===== src/rtl/catch_egg_engine.sv =====
// catch_egg_engine: catch-the-egg game core (bucket, falling egg, score, lives) driving a row-scanned,
// active-low LED matrix. Optional macro SPEEDUP_EN shortens the egg step period as SCORE grows.
module catch_egg_engine #(
    parameter int COLS        = 8,
    parameter int ROWS        = 4,
    parameter int BUCKET_W    = 2,
    parameter int TICK_PERIOD = 4000000,
    parameter int SCAN_W      = 10,
    parameter int LIVES_INIT  = 3
) (
    input  logic            CLK,
    input  logic            RST_N,
    input  logic            BTN_1,
    input  logic            BTN_2,
    input  logic            BTN_RST,
    output logic [COLS-1:0] LED_R,
    output logic [ROWS-1:0] LED_C,
    output logic [7:0]      SCORE,
    output logic [1:0]      LIVES,
    output logic [1:0]      STATE
);

    localparam int CW = $clog2(COLS);
    localparam int RW = $clog2(ROWS);
    localparam int TW = $clog2(TICK_PERIOD + 1);

    localparam logic [CW-1:0]   BPOS_MAX    = CW'(COLS - BUCKET_W);
    localparam logic [CW-1:0]   BPOS_INIT   = CW'((COLS - BUCKET_W) / 2);
    localparam logic [RW-1:0]   LAND_ROW    = RW'(ROWS - 2);
    localparam logic [RW-1:0]   BOTTOM_ROW  = RW'(ROWS - 1);
    localparam logic [COLS-1:0] BUCKET_ONES = COLS'((1 << BUCKET_W) - 1);
    localparam logic [15:0]     LFSR_SEED   = 16'hACE1;

    typedef enum logic [1:0] {
        S_IDLE = 2'd0,
        S_PLAY = 2'd1,
        S_OVER = 2'd2
    } state_t;

    state_t        state_q, state_d;
    logic [7:0]    score_q, score_d;
    logic [1:0]    lives_q, lives_d;
    logic [CW-1:0] bpos_q, bpos_d;
    logic          egg_v_q, egg_v_d;
    logic [RW-1:0] egg_row_q, egg_row_d;
    logic [CW-1:0] egg_col_q, egg_col_d;
    logic [15:0]   lfsr_q, lfsr_d;
    logic [TW-1:0] tick_q, tick_d;

    logic [2:0]    sync1, sync2, hist, press;
    logic [TW-1:0] period;
    logic          tick;
    logic          in_bucket;
    logic [CW-1:0] spawn_col;
    logic          lfsr_fb;

    logic [SCAN_W-1:0] scan_lo;
    logic [RW-1:0]     scan_row;
    logic [COLS-1:0]   row_bits;

    // Buttons are active-low; bit 0 = BTN_1 (right), bit 1 = BTN_2 (left), bit 2 = BTN_RST.
    always_ff @(posedge CLK) begin
        if (!RST_N) begin
            sync1 <= '0;
            sync2 <= '0;
            hist  <= '0;
            press <= '0;
        end else begin
            sync1 <= ~{BTN_RST, BTN_2, BTN_1};
            sync2 <= sync1;
            hist  <= sync2;
            press <= sync2 & ~hist;
        end
    end

    always_comb begin
`ifdef SPEEDUP_EN
        logic [1:0] shift;
        shift  = (score_q[7:4] > 4'd3) ? 2'd3 : score_q[5:4];
        period = TW'(TICK_PERIOD) >> shift;
        if (period == '0) begin
            period = TW'(1);
        end
`else
        period = TW'(TICK_PERIOD);
`endif
    end

    assign tick      = (state_q == S_PLAY) && (tick_q >= period - 1'b1);
    assign lfsr_fb   = lfsr_q[0] ^ lfsr_q[2] ^ lfsr_q[3] ^ lfsr_q[5];
    assign spawn_col = CW'(int'(lfsr_q[3:0]) % COLS);
    assign in_bucket = (int'(egg_col_q) >= int'(bpos_q)) &&
                       (int'(egg_col_q) < int'(bpos_q) + BUCKET_W);

    always_comb begin
        state_d   = state_q;
        score_d   = score_q;
        lives_d   = lives_q;
        bpos_d    = bpos_q;
        egg_v_d   = egg_v_q;
        egg_row_d = egg_row_q;
        egg_col_d = egg_col_q;
        lfsr_d    = lfsr_q;
        tick_d    = tick_q;
        case (state_q)
            S_IDLE, S_OVER: begin
                if (press[2]) begin
                    state_d = S_PLAY;
                    score_d = '0;
                    lives_d = 2'(LIVES_INIT);
                    bpos_d  = BPOS_INIT;
                    egg_v_d = 1'b0;
                    tick_d  = '0;
                end
            end
            S_PLAY: begin
                tick_d = tick ? '0 : tick_q + 1'b1;
                if (press[0] && !press[1] && bpos_q != BPOS_MAX) begin
                    bpos_d = bpos_q + 1'b1;
                end else if (press[1] && !press[0] && bpos_q != '0) begin
                    bpos_d = bpos_q - 1'b1;
                end
                if (tick) begin
                    lfsr_d = {lfsr_fb, lfsr_q[15:1]};
                    if (!egg_v_q) begin
                        egg_v_d   = 1'b1;
                        egg_row_d = '0;
                        egg_col_d = spawn_col;
                    end else if (egg_row_q != LAND_ROW) begin
                        egg_row_d = egg_row_q + 1'b1;
                    end else begin
                        // Landing is judged against bpos_q, i.e. before any move in this same cycle.
                        egg_v_d = 1'b0;
                        if (in_bucket) begin
                            if (score_q != 8'hFF) begin
                                score_d = score_q + 8'd1;
                            end
                        end else begin
                            lives_d = lives_q - 2'd1;
                            if (lives_q == 2'd1) begin
                                state_d = S_OVER;
                            end
                        end
                    end
                end
            end
            default: state_d = S_IDLE;
        endcase
    end

    always_ff @(posedge CLK) begin
        if (!RST_N) begin
            state_q   <= S_IDLE;
            score_q   <= '0;
            lives_q   <= '0;
            bpos_q    <= BPOS_INIT;
            egg_v_q   <= 1'b0;
            egg_row_q <= '0;
            egg_col_q <= '0;
            lfsr_q    <= LFSR_SEED;
            tick_q    <= '0;
        end else begin
            state_q   <= state_d;
            score_q   <= score_d;
            lives_q   <= lives_d;
            bpos_q    <= bpos_d;
            egg_v_q   <= egg_v_d;
            egg_row_q <= egg_row_d;
            egg_col_q <= egg_col_d;
            lfsr_q    <= lfsr_d;
            tick_q    <= tick_d;
        end
    end

    // Pattern of the row currently being scanned, before active-low inversion.
    always_comb begin
        row_bits = '0;
        if (state_q == S_PLAY) begin
            if (scan_row == BOTTOM_ROW) begin
                row_bits = BUCKET_ONES << bpos_q;
            end else if (egg_v_q && egg_row_q == scan_row) begin
                row_bits = COLS'(1) << egg_col_q;
            end
        end else if (state_q == S_OVER && scan_row == BOTTOM_ROW) begin
            row_bits = '1;
        end
    end

    always_ff @(posedge CLK) begin
        if (!RST_N) begin
            scan_lo  <= '0;
            scan_row <= '0;
            LED_R    <= '1;
            LED_C    <= '1;
        end else begin
            scan_lo <= scan_lo + 1'b1;
            if (&scan_lo) begin
                scan_row <= (scan_row == BOTTOM_ROW) ? '0 : scan_row + 1'b1;
            end
            LED_R <= ~row_bits;
            LED_C <= ~(ROWS'(1) << scan_row);
        end
    end

    assign SCORE = score_q;
    assign LIVES = lives_q;
    assign STATE = state_q;

endmodule


===== config.mk =====
export PLATFORM = sky130hd
export DESIGN_NAME = catch_egg_engine
export DESIGN_NICKNAME = d
export VERILOG_FILES = /design/src/rtl/catch_egg_engine.sv
export SDC_FILE = /design/constraint.sdc
export NUM_CORES = 1
export LEC_CHECK = 0
export CELL_PAD_IN_SITES_DETAIL_PLACEMENT = 0
export CELL_PAD_IN_SITES_GLOBAL_PLACEMENT = 1
export CORE_UTILIZATION = 41
export DETAILED_ROUTE_END_ITERATION = 12
export PLACE_DENSITY = 0.79
export RECOVER_POWER = 25
export SETUP_SLACK_MARGIN = 0.2
export SLEW_MARGIN = 10
export SYNTH_ARGS = -nofsm -noshare
export SYNTH_HDL_FRONTEND = slang
export SYNTH_SLANG_ARGS = --single-unit

===== constraint.sdc =====
create_clock -name CLK -period 2.25 [get_ports CLK]
set_input_delay 0.3375 -clock CLK [delete_from_list [all_inputs] [get_ports CLK]]
set_output_delay 0.3375 -clock CLK [all_outputs]
set_load 0.02 [all_outputs]

==> results.ini, run 1 <==
[global_routing]
grt_pass1_vias=3177
grt_first_pass_wirelength_um=14590
grt_overflow=0
grt_util_all_layers_pct=16.46
grt_start_max_net_pins=36
grt_antenna_before_repair=0

[drt]
vias=3213
drtPass1Iterations=4
dr.first_iter.drc_count=153
wirelength_um=8355
drc=0
vias_per_cell=4.989
ant_nets=0
wl_per_cell_um=12.97

[yosys]
synthAdderAreaFrac_pct=6.494
netlist_top_cells_area=dfxtp_1, ha_1, nand2_1, xor2_1, nor2_1
synth.most_common_cell=dfxtp_1
synth_mux_area_share_pct=3.477
ys_types=65
synth_compound_area_share_pct=12.07
yosysWarnings=0
syn_area_mm2=0.004354
synthSimpleGateAreaFrac_pct=24.48
synth_edf_count=0
synthCells=466
ys_top_cells_by_count=dfxtp_1, nand2_1, nor2_1, ha_1, o21ai_0
async_flop_share_pct=0
ys_ff_latch=95
synth_top_family_by_area=simple AND/OR/NAND/NOR gates
ys_seq_area_share_pct=43.68
yosysTopAreaCell=dfxtp_1
synth_nets=493
synth_xor_area_share_pct=7.040
avgSynthCellArea_um2=9.344
netlist.area_leader.share_pct=43.68
dominantRegCellSynth=dfxtp_1

[die]
dieArea_mm2=0.01104
fp.dieW_um=105.1
initial_utilization_pct=42.18
coreArea_mm2=0.01032
num_rows=37
die_h_um=105.1
ios=29

[cells_and_area]
layout-drive-gt1-share_pct=13.98
stdcell_area_mm2=0.005149
fin_nets=530
regArea_mm2=0.001916
diodes=0
fill_cells=1002
final_util_pct=49.87
area_growth_pct=18.25
multi_input_area_mm2=0.002416
fin_cells=644

[timing]
tightest_slew_ps=1197
rsz0062_at_grt=false
finalCriticalPeriod_ps=1975
fmax_mhz=506.3
slew_violations=0
slew-limit-headroom_pct=20.18
finalHoldViolCount=0
setup_tns_ps=0
period_share_pct=87.78
finalSetupViolCount=0
skew_ps=13.24

[clocking]
numClockSinks=95
htreeDepth=3
cts_hold_buf=0
cts_tree=built
cts_buffers=9
cts-root-buf=clkbuf_8
cts_max_path_buffers=2
clkTransAtPathRegs_ps=100
clk_latency_ps=370

[worst_setup_path]
startpoint_type=flip-flop
arrival_ps=2240
crit_type=reg -> reg
cp_max_fo=7
crit_required_ps=2510
cp-end-kind=flip-flop

[place]
place.gp.congestion=0.8113
hpwl_um=5941
io_buffers=28
placed_cells=626
dpl_cell_area_mm2=0.004826

[power_and_ir_drop]
ir_worst_vdd_v=0.0003862
leakage_nw=1.995
powerDensity_mw_per_mm2=592.3
power_w=0.003050

[outcome]
status=finished clean

[run]
maxCapViolCount=0

[hold_path]
min_path_type=reg -> reg

[metrics by stage]
step / worst slack [ps] / hold slack [ps]
final: 275.1 / 385.7
after global routing: 173.3 / 394.4
after CTS: 201.2 / 389.7
after detailed placement: 19.66 / 374.6
after global placement: 157.0 / 373.4
after floorplan: 289.6 / 367.4
[flip-flops by register name, summed over array words and instances (netlist names), 2 cells and up]
| register | flops |
|---|---|
| tick_q | 22 |
| lfsr_q | 16 |
| scan_lo | 10 |
| LED_R | 8 |
| SCORE | 8 |
| LED_C | 4 |
| bpos_q | 3 |
| egg_col_q | 3 |
| hist | 3 |
| press | 3 |
| sync1 | 3 |
| sync2 | 3 |
| LIVES | 2 |
| STATE | 2 |
| egg_row_q | 2 |
| scan_row | 2 |
[layer usage]
metal | GRT usage, % | wire (µm) | part of all wire [%] | up-vias
met5 | 0 | 0 | 0 | -
met4 | 4.527 | 106 | 1.3 | 0
met3 | 5.115 | 284 | 3.4 | 10
met2 | 26.11 | 3884 | 46 | 41
met1 | 21.56 | 4080 | 49 | 1489
li1 | - | - | - | 1673
[worst paths after layout]
kind                   from        end  slack, ps  cells after the start
setup / recovery  bpos_q[1]  bpos_q[2]        280                      8
hold / removal      hist[1]   press[1]        390                      1
setup reg to reg  bpos_q[1]  bpos_q[2]        280                      8
hold reg to reg     hist[1]   press[1]        390                      1
[worst max-delay path: stages (launching register included)]
cell	delay, ps
dfxtp_4	350
buf_4	160
ha_1	170
nand2_1	90
nand3_2	130
fa_1	400
xnor2_1	150
and3_1	180
o31a_1	230
[power by group]
| group | leakage, nW | internal (W) | total [W] | switching (W) |
|---|---|---|---|---|
| Combinational | 1.11 | 0.0000504 | 0.000123 | 0.0000722 |
| Clock | 0.113 | 0.000573 | 0.00121 | 0.000642 |
| Sequential | 0.772 | 0.00170 | 0.00171 | 0.0000133 |
| Total | 2.00 | 0.00232 | 0.00305 | 0.000727 |
[cell type report]
cell class | instances | share of cell area [%]
Timing Repair Buffer | 41 | 7.315
Multi-Input combinational cell | 343 | 46.93
Clock buffer | 10 | 2.673
Tap cell | 136 | 3.305
Clock inverter | 6 | 1.628
Inverter | 13 | 0.9478
Sequential cell | 95 | 37.21
[cells in the final DEF, fill, tap and decap left out, drive strengths merged, types with 2 or more instances in the layout]
cell type,instances
dfxtp,95
nand2,56
nor2,41
o21ai,33
clkdlybuf4s50,25
ha,21
nor2b,20
nand3,20
xor2,19
inv,17
xnor2,16
and2,15
mux2i,14
clkbuf,13
and3,11
buf,11
a21oi,11
nand4,8
nor3,8
o31ai,6
nand2b,5
a21boi,5
a31oi,3
o31a,3
nor4,2
nor4b,2
o21a,2
dlygate4sd3,2
and4,2
o211ai,2
[kinds of logic after synthesis]
| group | count (synthesis) |
|---|---|
| compound gates | 74 |
| xor+xnor | 35 |
| fa+ha+maj | 22 |
| buf+inv | 28 |
| flops | 95 |
| mux | 15 |
| simple gates | 197 |
[timing repair]
action,in CTS,in global routing
gates resized for setup,6,20
pin swaps,2,6
setup endpoints to repair,13,14
buffers inserted,1,1
(Power assumes the default switching activity.)
==> run 2: changes to the inputs <==
CORE_UTILIZATION = 46   (was 41)
PLACE_DENSITY = 0.84   (was 0.79)
clock period = 2.1 ns   (was 2.25 ns; I/O delays follow)
==> results.ini, run 2 (same netlist as run 1, synthesis figures left out) <==
[worst_setup_path]
crit_required_ps=2350
cp-startpoint=bpos_q[1]
cp_max_fo=3
arrival_ps=2180
timing.rr.end=bpos_q[2]
worstSetupEndpoint=bpos_q[2]
cp-end-kind=flip-flop
crit_type=reg -> reg
regToRegSetupSlack_ps=170
rr_worst_depth=9
r2r-start=bpos_q[1]
startpoint_type=flip-flop

[power_and_ir_drop]
power_w=0.003341
powerDensity_mw_per_mm2=631.2
leakage_nw=2.090
ir_worst_vdd_v=0.0002797

[timing]
rsz0062_at_grt=true
skew_ps=7.035
fmax_mhz=518.2
slew_violations=0
finalHoldViolCount=0
slew-limit-headroom_pct=46.45
finalSetupViolCount=0
finalCriticalPeriod_ps=1930
setup_tns_ps=0
period_share_pct=91.90
tightest_slew_ps=803.3

[drt]
vias=3312
drc=0
dr.first_iter.drc_count=124
vias_per_cell=5.257
wl_per_cell_um=13.44
drtPass1Iterations=4
ant_nets=0
wirelength_um=8467

[global_routing]
grt_overflow=0
grt_pass1_vias=3229
grt_antenna_before_repair=0
grt_util_all_layers_pct=17.96
grt_first_pass_wirelength_um=14330
grt_start_max_net_pins=49

[cells_and_area]
layout-drive-gt1-share_pct=16.38
area_growth_pct=21.58
reg_top3=tick_q: 22 flops, lfsr_q: 16 flops, scan_lo: 10 flops
mostFrequentLayoutCells=dfxtp_1, nand2_1, nor2_1
final_common_cell=dfxtp_1
regMostFlops=tick_q
fin_nets=541
largest_reg_flops=22
final_util_pct=57.56
diodes=0
fin_cells=630
stdcell_area_mm2=0.005294

[place]
place.gp.congestion=0.8221
dpl_cell_area_mm2=0.004866
io_buffers=28
hpwl_um=5826
placed_cells=607

[outcome]
status=finished clean

[clocking]
htreeDepth=3
clkTransAtPathRegs_ps=90
cts_hold_buf=0
cts_tree=built
cts-root-buf=clkbuf_8
cts_max_path_buffers=2
cts_buffers=9
clk_latency_ps=350
numClockSinks=95

[hold_path]
min_path_type=reg -> reg

[die]
die_h_um=99.29
dieArea_mm2=0.009859
initial_utilization_pct=47.35
coreArea_mm2=0.009196
num_rows=35
ios=29
fp.dieW_um=99.29

[run]
maxCapViolCount=0

run 2: changes by cell type in the layout (fill, tap and decap cells not counted), moves of 3 or more:
cell	change
and2_0	-3
buf_6	+3
dfxtp_2	-3
ha_4	+3
buf_4	+8
ha_1	-3
and2_1	+3
run 2: how the worst min path moves through the flow:
stage / start / endpoint / depth (start not counted)
floorplan: hist[0] / press[0] / 1
global placement: hist[0] / press[0] / 1
detailed placement: hist[1] / press[1] / 1
CTS: RST_N / bpos_q[0] / 2
global route: hist[0] / press[0] / 1
finish: hist[1] / press[1] / 1
run 2: layer usage:
layer	vias to the layer above	global-route usage, %	wire (µm)
met2	63	30.02	3973
met5	-	0	0
met3	17	4.006	291
met4	0	7.127	187
met1	1539	22.53	4015
li1	1693	-	-
run 2: cell type report:
class / instances / area (µm²)
Clock buffer: 12 / 155.1
Tap cell: 111 / 138.9
Timing Repair Buffer: 52 / 471.7
Multi-Input combinational cell: 343 / 2482
Sequential cell: 95 / 1916
Inverter: 13 / 53.80
Clock inverter: 4 / 76.32
Fill cell: 791 / 3902
run 2: worst max-delay path, stage by stage, from the launching register on:
cell	delay [ps]
dfxtp_4	370
buf_6	120
buf_6	110
ha_4	150
nand2_4	60
nand3_4	100
fa_2	390
xnor2_2	140
and3_1	160
o31a_1	220
run 2: power by group:
part	internal (W)	switching, W	total, W	leakage, nW
Sequential	0.00182	0.0000124	0.00183	0.771
Clock	0.000741	0.000626	0.00137	0.113
Combinational	0.0000606	0.0000825	0.000143	1.21
run 2: through the flow:
step / worst slack [ps] / hold WS, ps
after floorplan: 201.5 / 367.4
after global placement: 133.3 / 371.9
after detailed placement: 82.62 / 383.1
after CTS: 175.7 / 327.2
after global routing: 76.54 / 407.5
final: 170.1 / 390.2
run 2: timing repair:
item | CTS | global route
setup endpoints to repair | 11 | 15
pin swaps | 2 | 9
gates resized for setup | 4 | 33
buffers inserted | 3 | 4
hold endpoints to repair | 0 | 0
==> run 3: changes to the inputs <==
CTS_CLUSTER_SIZE = 28   (was not set)
==> results of run 3 <==
Final layout, timing and power as in run 2 (identical DEF).
